<file path="src/rtl/pipe_hazard_ctrl.sv">
// Central stall/flush controller for the five-stage pipeline.
// It produces the per-register write enables and flushes from these inputs:
// load-use hazards, the multi-cycle divider, cache misses, mispredicts and exceptions.
// A redirect that arrives while the I-cache is busy is held until the I-cache can take it.
module pipe_hazard_ctrl #(
  parameter int DIV_CYCLES = 32
) (
  input  logic       clk,
  input  logic       rst,
  input  logic [4:0] ID_rs,
  input  logic [4:0] ID_rt,
  input  logic       ID_ReadRs,
  input  logic       ID_ReadRt,
  input  logic       EXE_IsLoad,
  input  logic [4:0] EXE_Dst,
  input  logic       EXE_IsDiv,
  input  logic       EXE_Mispredict,
  input  logic       MEM_ExcValid,
  input  logic       ICache_Busy,
  input  logic       DCache_Busy,
  output logic       PC_Wr,
  output logic       ID_Wr,
  output logic       EXE_Wr,
  output logic       MEM_Wr,
  output logic       WB_Wr,
  output logic       ID_Flush,
  output logic       EXE_Flush,
  output logic       MEM_Flush,
  output logic       WB_Flush,
  output logic       Redirect_Valid,
  output logic       Redirect_Sel,
  output logic       Div_Busy,
  output logic       Div_Done
);

  localparam int CW = (DIV_CYCLES > 1) ? $clog2(DIV_CYCLES) : 1;
  localparam logic [CW-1:0] DIV_LOAD = CW'(DIV_CYCLES - 1);

  typedef enum logic [1:0] {
    RUN      = 2'd0,
    DIV      = 2'd1,
    DIV_DONE = 2'd2,
    REDIR    = 2'd3
  } state_t;

  state_t        state, state_nx;
  logic [CW-1:0] div_cnt, div_cnt_nx;
  logic          pend_sel, pend_sel_nx;
  logic          load_use;

  // The ID instruction needs a register that a load in EXE has not produced yet.
  assign load_use = EXE_IsLoad && (EXE_Dst != 5'd0) &&
                    ((ID_ReadRs && (ID_rs == EXE_Dst)) ||
                     (ID_ReadRt && (ID_rt == EXE_Dst)));

  // This block holds the state register, the divider counter and the pending redirect select.
  always_ff @(posedge clk) begin
    if (rst) begin
      state    <= RUN;
      div_cnt  <= '0;
      pend_sel <= 1'b0;
    end else begin
      state    <= state_nx;
      div_cnt  <= div_cnt_nx;
      pend_sel <= pend_sel_nx;
    end
  end

  // This block computes the next state and the stall/flush/redirect outputs.
  // The order of the branches sets the priority: exception, pending redirect, D-cache miss,
  // mispredict, divider, load-use, I-cache miss.
  always_comb begin
    state_nx       = state;
    div_cnt_nx     = div_cnt;
    pend_sel_nx    = pend_sel;
    PC_Wr          = 1'b1;
    ID_Wr          = 1'b1;
    EXE_Wr         = 1'b1;
    MEM_Wr         = 1'b1;
    WB_Wr          = 1'b1;
    ID_Flush       = 1'b0;
    EXE_Flush      = 1'b0;
    MEM_Flush      = 1'b0;
    WB_Flush       = 1'b0;
    Redirect_Valid = 1'b0;
    Redirect_Sel   = 1'b0;
    Div_Busy       = 1'b0;
    Div_Done       = 1'b0;

    if (rst) begin
      // While reset is held, freeze every register and keep every stage squashed.
      PC_Wr       = 1'b0;
      ID_Wr       = 1'b0;
      EXE_Wr      = 1'b0;
      MEM_Wr      = 1'b0;
      WB_Wr       = 1'b0;
      ID_Flush    = 1'b0 | 1'b1;
      EXE_Flush   = 1'b1;
      MEM_Flush   = 1'b1;
      WB_Flush    = 1'b1;
      state_nx    = RUN;
      div_cnt_nx  = '0;
      pend_sel_nx = 1'b0;
    end else if (MEM_ExcValid) begin
      // An exception squashes everything younger and aborts any divide in flight.
      ID_Flush     = 1'b1;
      EXE_Flush    = 1'b1;
      MEM_Flush    = 1'b1;
      WB_Flush     = 1'b1;
      Redirect_Sel = 1'b1;
      div_cnt_nx   = '0;
      if (!ICache_Busy) begin
        Redirect_Valid = 1'b1;
        state_nx       = RUN;
      end else begin
        PC_Wr       = 1'b0;
        pend_sel_nx = 1'b1;
        state_nx    = REDIR;
      end
    end else if (state == REDIR) begin
      // Keep bubbles flowing into ID until the I-cache frees up, then take the redirect.
      ID_Flush     = 1'b1;
      Redirect_Sel = pend_sel;
      if (ICache_Busy) begin
        PC_Wr = 1'b0;
      end else begin
        Redirect_Valid = 1'b1;
        state_nx       = RUN;
      end
      if (DCache_Busy) begin
        ID_Wr    = 1'b0;
        EXE_Wr   = 1'b0;
        MEM_Wr   = 1'b0;
        WB_Flush = 1'b1;
      end else begin
        WB_Flush = 1'b0;
      end
    end else begin
      // The divider keeps counting even while a D-cache miss freezes the pipe.
      case (state)
        DIV: begin
          Div_Busy = 1'b1;
          if (div_cnt == '0) begin
            state_nx = DIV_DONE;
          end else begin
            div_cnt_nx = div_cnt - 1'b1;
          end
        end
        DIV_DONE: begin
          Div_Done = 1'b1;
        end
        default: begin
          Div_Busy = 1'b0;
        end
      endcase

      if (DCache_Busy) begin
        PC_Wr    = 1'b0;
        ID_Wr    = 1'b0;
        EXE_Wr   = 1'b0;
        MEM_Wr   = 1'b0;
        WB_Flush = 1'b1;
        if ((state == RUN) && EXE_IsDiv) begin
          div_cnt_nx = DIV_LOAD;
          state_nx   = DIV;
        end else begin
          div_cnt_nx = div_cnt_nx;
        end
      end else if (EXE_Mispredict && (state != DIV)) begin
        // A mispredict squashes the ID instruction, so any load-use stall on it is moot.
        ID_Flush     = 1'b1;
        Redirect_Sel = 1'b0;
        if (!ICache_Busy) begin
          Redirect_Valid = 1'b1;
          state_nx       = RUN;
        end else begin
          PC_Wr       = 1'b0;
          pend_sel_nx = 1'b0;
          state_nx    = REDIR;
        end
      end else if (state == DIV) begin
        PC_Wr     = 1'b0;
        ID_Wr     = 1'b0;
        EXE_Wr    = 1'b0;
        MEM_Flush = 1'b1;
      end else begin
        if (load_use) begin
          PC_Wr     = 1'b0;
          ID_Wr     = 1'b0;
          EXE_Flush = 1'b1;
        end else if (ICache_Busy) begin
          PC_Wr    = 1'b0;
          ID_Flush = 1'b1;
        end else begin
          ID_Flush = 1'b0;
        end
        // EXE advances here, so a finished divide leaves DIV_DONE and cannot re-trigger.
        if (state == DIV_DONE) begin
          state_nx = RUN;
        end else if (EXE_IsDiv) begin
          div_cnt_nx = DIV_LOAD;
          state_nx   = DIV;
        end else begin
          state_nx = RUN;
        end
      end
    end
  end

endmodule

</file>
<file path="config.mk">
export PLATFORM = sky130hd
export DESIGN_NAME = pipe_hazard_ctrl
export DESIGN_NICKNAME = d
export VERILOG_FILES = /design/src/rtl/pipe_hazard_ctrl.sv
export SDC_FILE = /design/constraint.sdc
export NUM_CORES = 1
export LEC_CHECK = 0
export BUFFER_PORTS_ARGS = -buffer_cell sky130_fd_sc_hd__buf_2
export CAP_MARGIN = 30
export CELL_PAD_IN_SITES_DETAIL_PLACEMENT = 1
export CELL_PAD_IN_SITES_GLOBAL_PLACEMENT = 2
export CORE_ASPECT_RATIO = 0.6
export CORE_UTILIZATION = 25
export DETAILED_ROUTE_END_ITERATION = 16
export GPL_TIMING_DRIVEN = 0
export PLACE_DENSITY_LB_ADDON = 0.3
export SYNTH_ARGS = -nofsm -noshare
export SYNTH_HDL_FRONTEND = slang
export SYNTH_SLANG_ARGS = --single-unit
export TNS_END_PERCENT = 10
</file>
<file path="constraint.sdc">
create_clock -name clk -period 3.1 [get_ports clk]
set_clock_uncertainty 0.1 [all_clocks]
set_input_delay 0.155 -clock clk [delete_from_list [all_inputs] [get_ports clk]]
set_output_delay 0.155 -clock clk [all_outputs]
set_load 0.005 [all_outputs]
</file>
==> results.cfg, run 1 <==
[status]
status = finished clean

[sta]
period_minus_slack_ns = 1.89
tns_ns = 0
relSlewSlack_pct = 63.7
worst_pin_slew_ns = 0.543
rsz0062_at_grt = false
fmax_ghz = 0.529
slew_viol_final = 0
setup_viol = 0
hold_viol = 0
period_share_pct = 61.0

[logic_synthesis]
synth_flop_cell = dfxtp_1
synth_top_area_share_pct = 20.4
synth_edf_count = 0
ys_warn_count = 0
ys_types = 39
synth_top_area_cell = dfxtp_1
synthTopCellsByArea = dfxtp_1 20%, xnor2_1 11%, a21oi_1 4.5%
synth_area_per_cell_um2 = 7.54
ys_seq_elements = 8
netlist_area_um2 = 785
yosysSeqAreaShare_pct = 20.4
synthCells = 104
synthesis.nets = 130
async_flop_share_pct = 0

[setup_path]
ff2ff_path_depth = 6
endpoint_kind = flip-flop
crit_top_cell = o311a_1
cp_slowest_stage_delay_ns = 0.47
r2r_end = state[0]
crit_slowest_cell = nor4b_2
cp-start-kind = flip-flop
crit_type = flip-flop to flip-flop
crit_fanout = 6
ff2ff_setup_slack_ns = 1.21
crit_chain = inv_1 -> ha_1 -> nor4b_2 -> nand2_1 -> o311a_1 -> o311a_1
required_ns = 3.12
reg2reg_from = div_cnt[0]
arrival_ns = 1.91

[routing]
num_vias = 929
drt-total-wl_um = 2670
drt-initial-drc-count = 59
drt-vias-per-instance = 5.05
drc = 0
drtAntennaViolNets = 0
drt-pass1-iter-count = 4
wl_per_cell_um = 14.5

[global_routing]
grt_pass1_wl_um = 4450
grt_use_total_pct = 17.9
antenna_found_initial = 0
overflow = 0
grt_max_degree = 11
grt_pass1_vias = 942

[clock_tree]
clock-root-buffer = clkbuf_8
post_cts_resized = 0
cts_max_level = 1
clock-sinks = 8
clock_path_buffers = 2
clk_latency_ns = 0.23
cts_tree = done
cts-hold-fix-buffers = 0
numCtsBuffers = 3
clk_pin_slew_ns = 0.04
post-cts-setup-buffer-count = 0

[placed_design]
hpwl_um = 2210
finalWeightedCongestion = 0.764
port_buffers = 35

[power_and_ir_drop]
cellLeakagePower_nw = 0.442
power_density_nw_per_um2 = 363
ir_drop_mv = 0.119

[finish]
num_antenna_cells = 0
drive_above_1_share_pct = 32.4
multi_input_area_um2 = 564
final_nets = 170
n_fill_cell = 399
area.growth.synth_to_final_pct = 34.3
regArea_um2 = 160
post-route-util_pct = 36.0

[worst_hold_path]
min_to = state[1]
whs_path_depth = 3
holdCritStartpoint = ICache_Busy
hold_path.class = input port to flip-flop

[floorplanning]
core_um2 = 2930
die_area_um2 = 3370
rows = 15
die_height_um = 45.4
io_pins = 38
die_x_um = 74.3
start_util_pct = 26.8

[flow_run]
drv_cap = 0
[per-stage QoR]
stage	instance area, um2	hold WS (ns)	total power (W)	instances	worst slack (ns)
after floorplan	785	0.191	0.000204	104	1.53
after global placement	1010	0.349	0.000255	181	1.23
after detailed placement	1010	0.368	0.000259	181	1.21
after CTS	1050	0.140	0.000387	184	1.16
after global routing	1050	0.150	0.000409	184	1.08
final	1050	0.146	0.000382	184	1.21
[cells in the final DEF, fill, tap and decap left out, types with 5 or more instances in the layout]
master,n
a21oi_1,7
buf_2,36
dfxtp_1,8
inv_1,7
nand2_1,9
nor2_1,6
o21ai_0,5
xnor2_1,10
[sequential cells by signal, summed over array words and instances (netlist names)]
signal    count
div_cnt       5
pend_sel      1
state         2
[report_power, final]
group          internal [W]  total, W  switching (W)  leakage (nW)
sequential         0.000111  0.000118     0.00000771        0.0657
combinational     0.0000632  0.000138      0.0000751         0.355
clock             0.0000842  0.000126      0.0000414        0.0216
total              0.000258  0.000382       0.000124         0.442
[cells in the mapped netlist, types with 2 or more instances]
master	number
a21oi_1	7
a211oi_1	2
nand3_1	3
inv_1	7
nor2_1	6
nand4_1	2
xnor2_1	10
nand2b_1	2
o211ai_1	2
o22ai_1	2
a21o_1	3
dfxtp_1	8
nand2_1	9
or3_1	4
nor3_1	3
a31oi_1	4
o21ai_0	5
o311a_1	3
and2_1	2
[final cells by class]
class                           instances  area share, %
Timing Repair Buffer                   35           16.6
Tap cell                               42           4.99
Clock buffer                            3           3.92
Sequential cell                         8           15.2
Inverter                                7           2.49
Multi-Input combinational cell         85           53.6
Buffer                                  4           3.21
[routing by layer]
layer	up-vias	global-route usage [%]	share of wire, %
met3	0	4.65	5.4
met2	29	25.1	42
met5	-	0	0
met1	441	28.1	53
li1	459	-	-
met4	0	1.13	0
[cell families after synthesis]
kind of cell | synth area share [%]
AO/OA/AOI/OAI | 31.1
XOR/XNOR | 11.2
adder cells (fa/ha/maj) | 1.59
buffers and inverters | 7.65
flip-flops | 20.4
AND/OR/NAND/NOR | 28.1
[critical path: cells and delay by family, from the launching register on]
| family | cells | cell delay [ns] |
|---|---|---|
| adders and majority gates | 1 | 0.19 |
| AOI/OAI and AO/OA | 2 | 0.44 |
| and+or+nand+nor | 2 | 0.65 |
| buffers and inverters | 1 | 0.09 |
| DFF | 1 | 0.32 |
[how the worst max path moves through the flow]
stage / startpoint / to / slack, ns / cells after the start
detailed placement: div_cnt[0] / state[0] / 1.21 / 6
floorplan: div_cnt[0] / state[0] / 1.53 / 6
global placement: div_cnt[0] / state[0] / 1.23 / 6
finish: div_cnt[0] / state[0] / 1.21 / 6
global route: div_cnt[0] / state[0] / 1.08 / 6
CTS: div_cnt[0] / state[0] / 1.16 / 6
Power figures use the tool's default switching activity.
==> inputs of run 2 (changes only) <==
- CORE_UTILIZATION: 25 -> 21
- clock period: 3.1 -> 1.6 ns (I/O delays scaled with it)
==> results.cfg, run 2 (synthesis results as in run 1) <==
[global_routing]
grt_use_met2_pct = 26.1
grt_max_degree = 11
overflow = 0
grt_use_met1_pct = 23.1
grt_pass1_wl_um = 5040
grt_use_total_pct = 16.6
grt_pass1_vias = 1061
antenna_found_initial = 0
met3_usage_pct = 4.11
busiest_layer = met2

[placed_design]
placed_area_um2 = 1020
finalWeightedCongestion = 0.745
port_buffers = 35
dp_cells = 184
hpwl_um = 2300

[clock_tree]
cts_max_level = 1
cts_tree = done
clk_pin_slew_ns = 0.05
clock_path_buffers = 2
clock-sinks = 8
cts-hold-fix-buffers = 0
numCtsBuffers = 3
clk_latency_ns = 0.23
clock-root-buffer = clkbuf_8

[sta]
slew_viol_final = 0
fin_ws_ns = -0.0470
hold_viol = 0
relSlewSlack_pct = 66.7
tns_ns = -0.135
setup_viol = 4
worst_pin_slew_ns = 0.497
rsz0062_at_grt = true
fmax_ghz = 0.607
period_minus_slack_ns = 1.65
period_share_pct = 103

[finish]
largest_register_ffs = 5
num_antenna_cells = 0
largest-register = div_cnt
post-route-util_pct = 34.3
largestRegisters = div_cnt (5), state (2), pend_sel (1)
layout.cells.non_filler = 191
drive_above_1_share_pct = 43.8
final_cell_mix = 35 x buf_2, 10 x xnor2_1, 9 x nand2_1
layout_commonest_cell = buf_2
area.growth.synth_to_final_pct = 48.6
finalInstanceArea_um2 = 1170
final_nets = 174

[status]
violations = negative setup slack
status = finished with violations

[setup_path]
path_delay_family = compound AO/OA/AOI/OAI gates
crit_fanout = 5
required_ns = 1.42
endpoint_kind = output port
arrival_ns = 1.47
crit_slowest_cell = dfxtp_2
cp_slowest_stage_delay_ns = 0.32
crit_type = flip-flop to output port
crit_buf_inv = 2
crit_chain = buf_6 -> a21o_1 -> a21o_1 -> nor3_1 -> a21oi_1 -> buf_2
cp-start-kind = flip-flop
crit_top_cell = a21o_1

[routing]
drt-initial-drc-count = 55
drt-vias-per-instance = 5.03
drt-pass1-iter-count = 4
drtAntennaViolNets = 0
num_vias = 960
drc = 0
wl_per_cell_um = 15.5
drt-total-wl_um = 2960

[power_and_ir_drop]
ir_drop_mv = 0.251
power_density_nw_per_um2 = 709
cellLeakagePower_nw = 0.484

[flow_run]
drv_cap = 0

[floorplanning]
die_area_um2 = 3990
start_util_pct = 23.1
core_um2 = 3400
die_height_um = 49.3
rows = 16
io_pins = 38
die_x_um = 80.9

[worst_hold_path]
hold_path.class = input port to flip-flop
[run 2: cell type report]
cell class	instances	area, um2
Fill cell	431	2240
Multi-Input combinational cell	85	626
Timing Repair Buffer	39	209
Sequential cell	8	168
Tap cell	45	56.3
Clock buffer	3	41.3
Buffer	4	40.0
Inverter	7	26.3
[run 2: final timing paths]
| check | from | to | slack (ns) | depth (start not counted) |
|---|---|---|---|---|
| max reg2reg | div_cnt[0] | state[0] | -0.04 | 6 |
| min reg2reg | pend_sel | pend_sel | 0.41 | 2 |
| min | ICache_Busy | state[1] | 0.08 | 3 |
| max | state[0] | ID_Flush | -0.05 | 6 |
[run 2: repair_timing]
action / 4_1_cts / 5_1_grt
pin swaps: 5 / 2
endpoints found under the setup margin: 7 / 7
setup buffers: 4 / 0
gates resized for setup: 17 / 5
[run 2: worst reg2reg max path, cell delays in order (launching register included)]
cell and delay (ns):
dfxtp_2 0.32, inv_2 0.07, ha_4 0.13, or4b_4 0.49
o22ai_4 0.18, a31oi_2 0.10, o311a_1 0.13
[run 2: report_power, final]
group	switching [W]	internal, W	leakage (nW)
Combinational	0.000171	0.000167	0.395
Sequential	0.0000187	0.000215	0.0674
Clock	0.0000913	0.000164	0.0216
[run 2: metrics by stage]
stage / setup slack [ns] / total power (W) / hold WS, ns
after global routing: -0.132 / 0.000876 / 0.0947
after detailed placement: -0.274 / 0.000502 / 0.326
after global placement: -0.286 / 0.000495 / 0.299
after CTS: -0.0526 / 0.000813 / 0.0763
final: -0.0470 / 0.000827 / 0.0753
after floorplan: 0.0345 / 0.000395 / 0.116
[run 2: metal layers]
metal | wire length (um) | share of wire [%]
met1 | 1490 | 50
met2 | 1310 | 44
met3 | 154 | 5.2
met4 | 0 | 0
met5 | 0 | 0
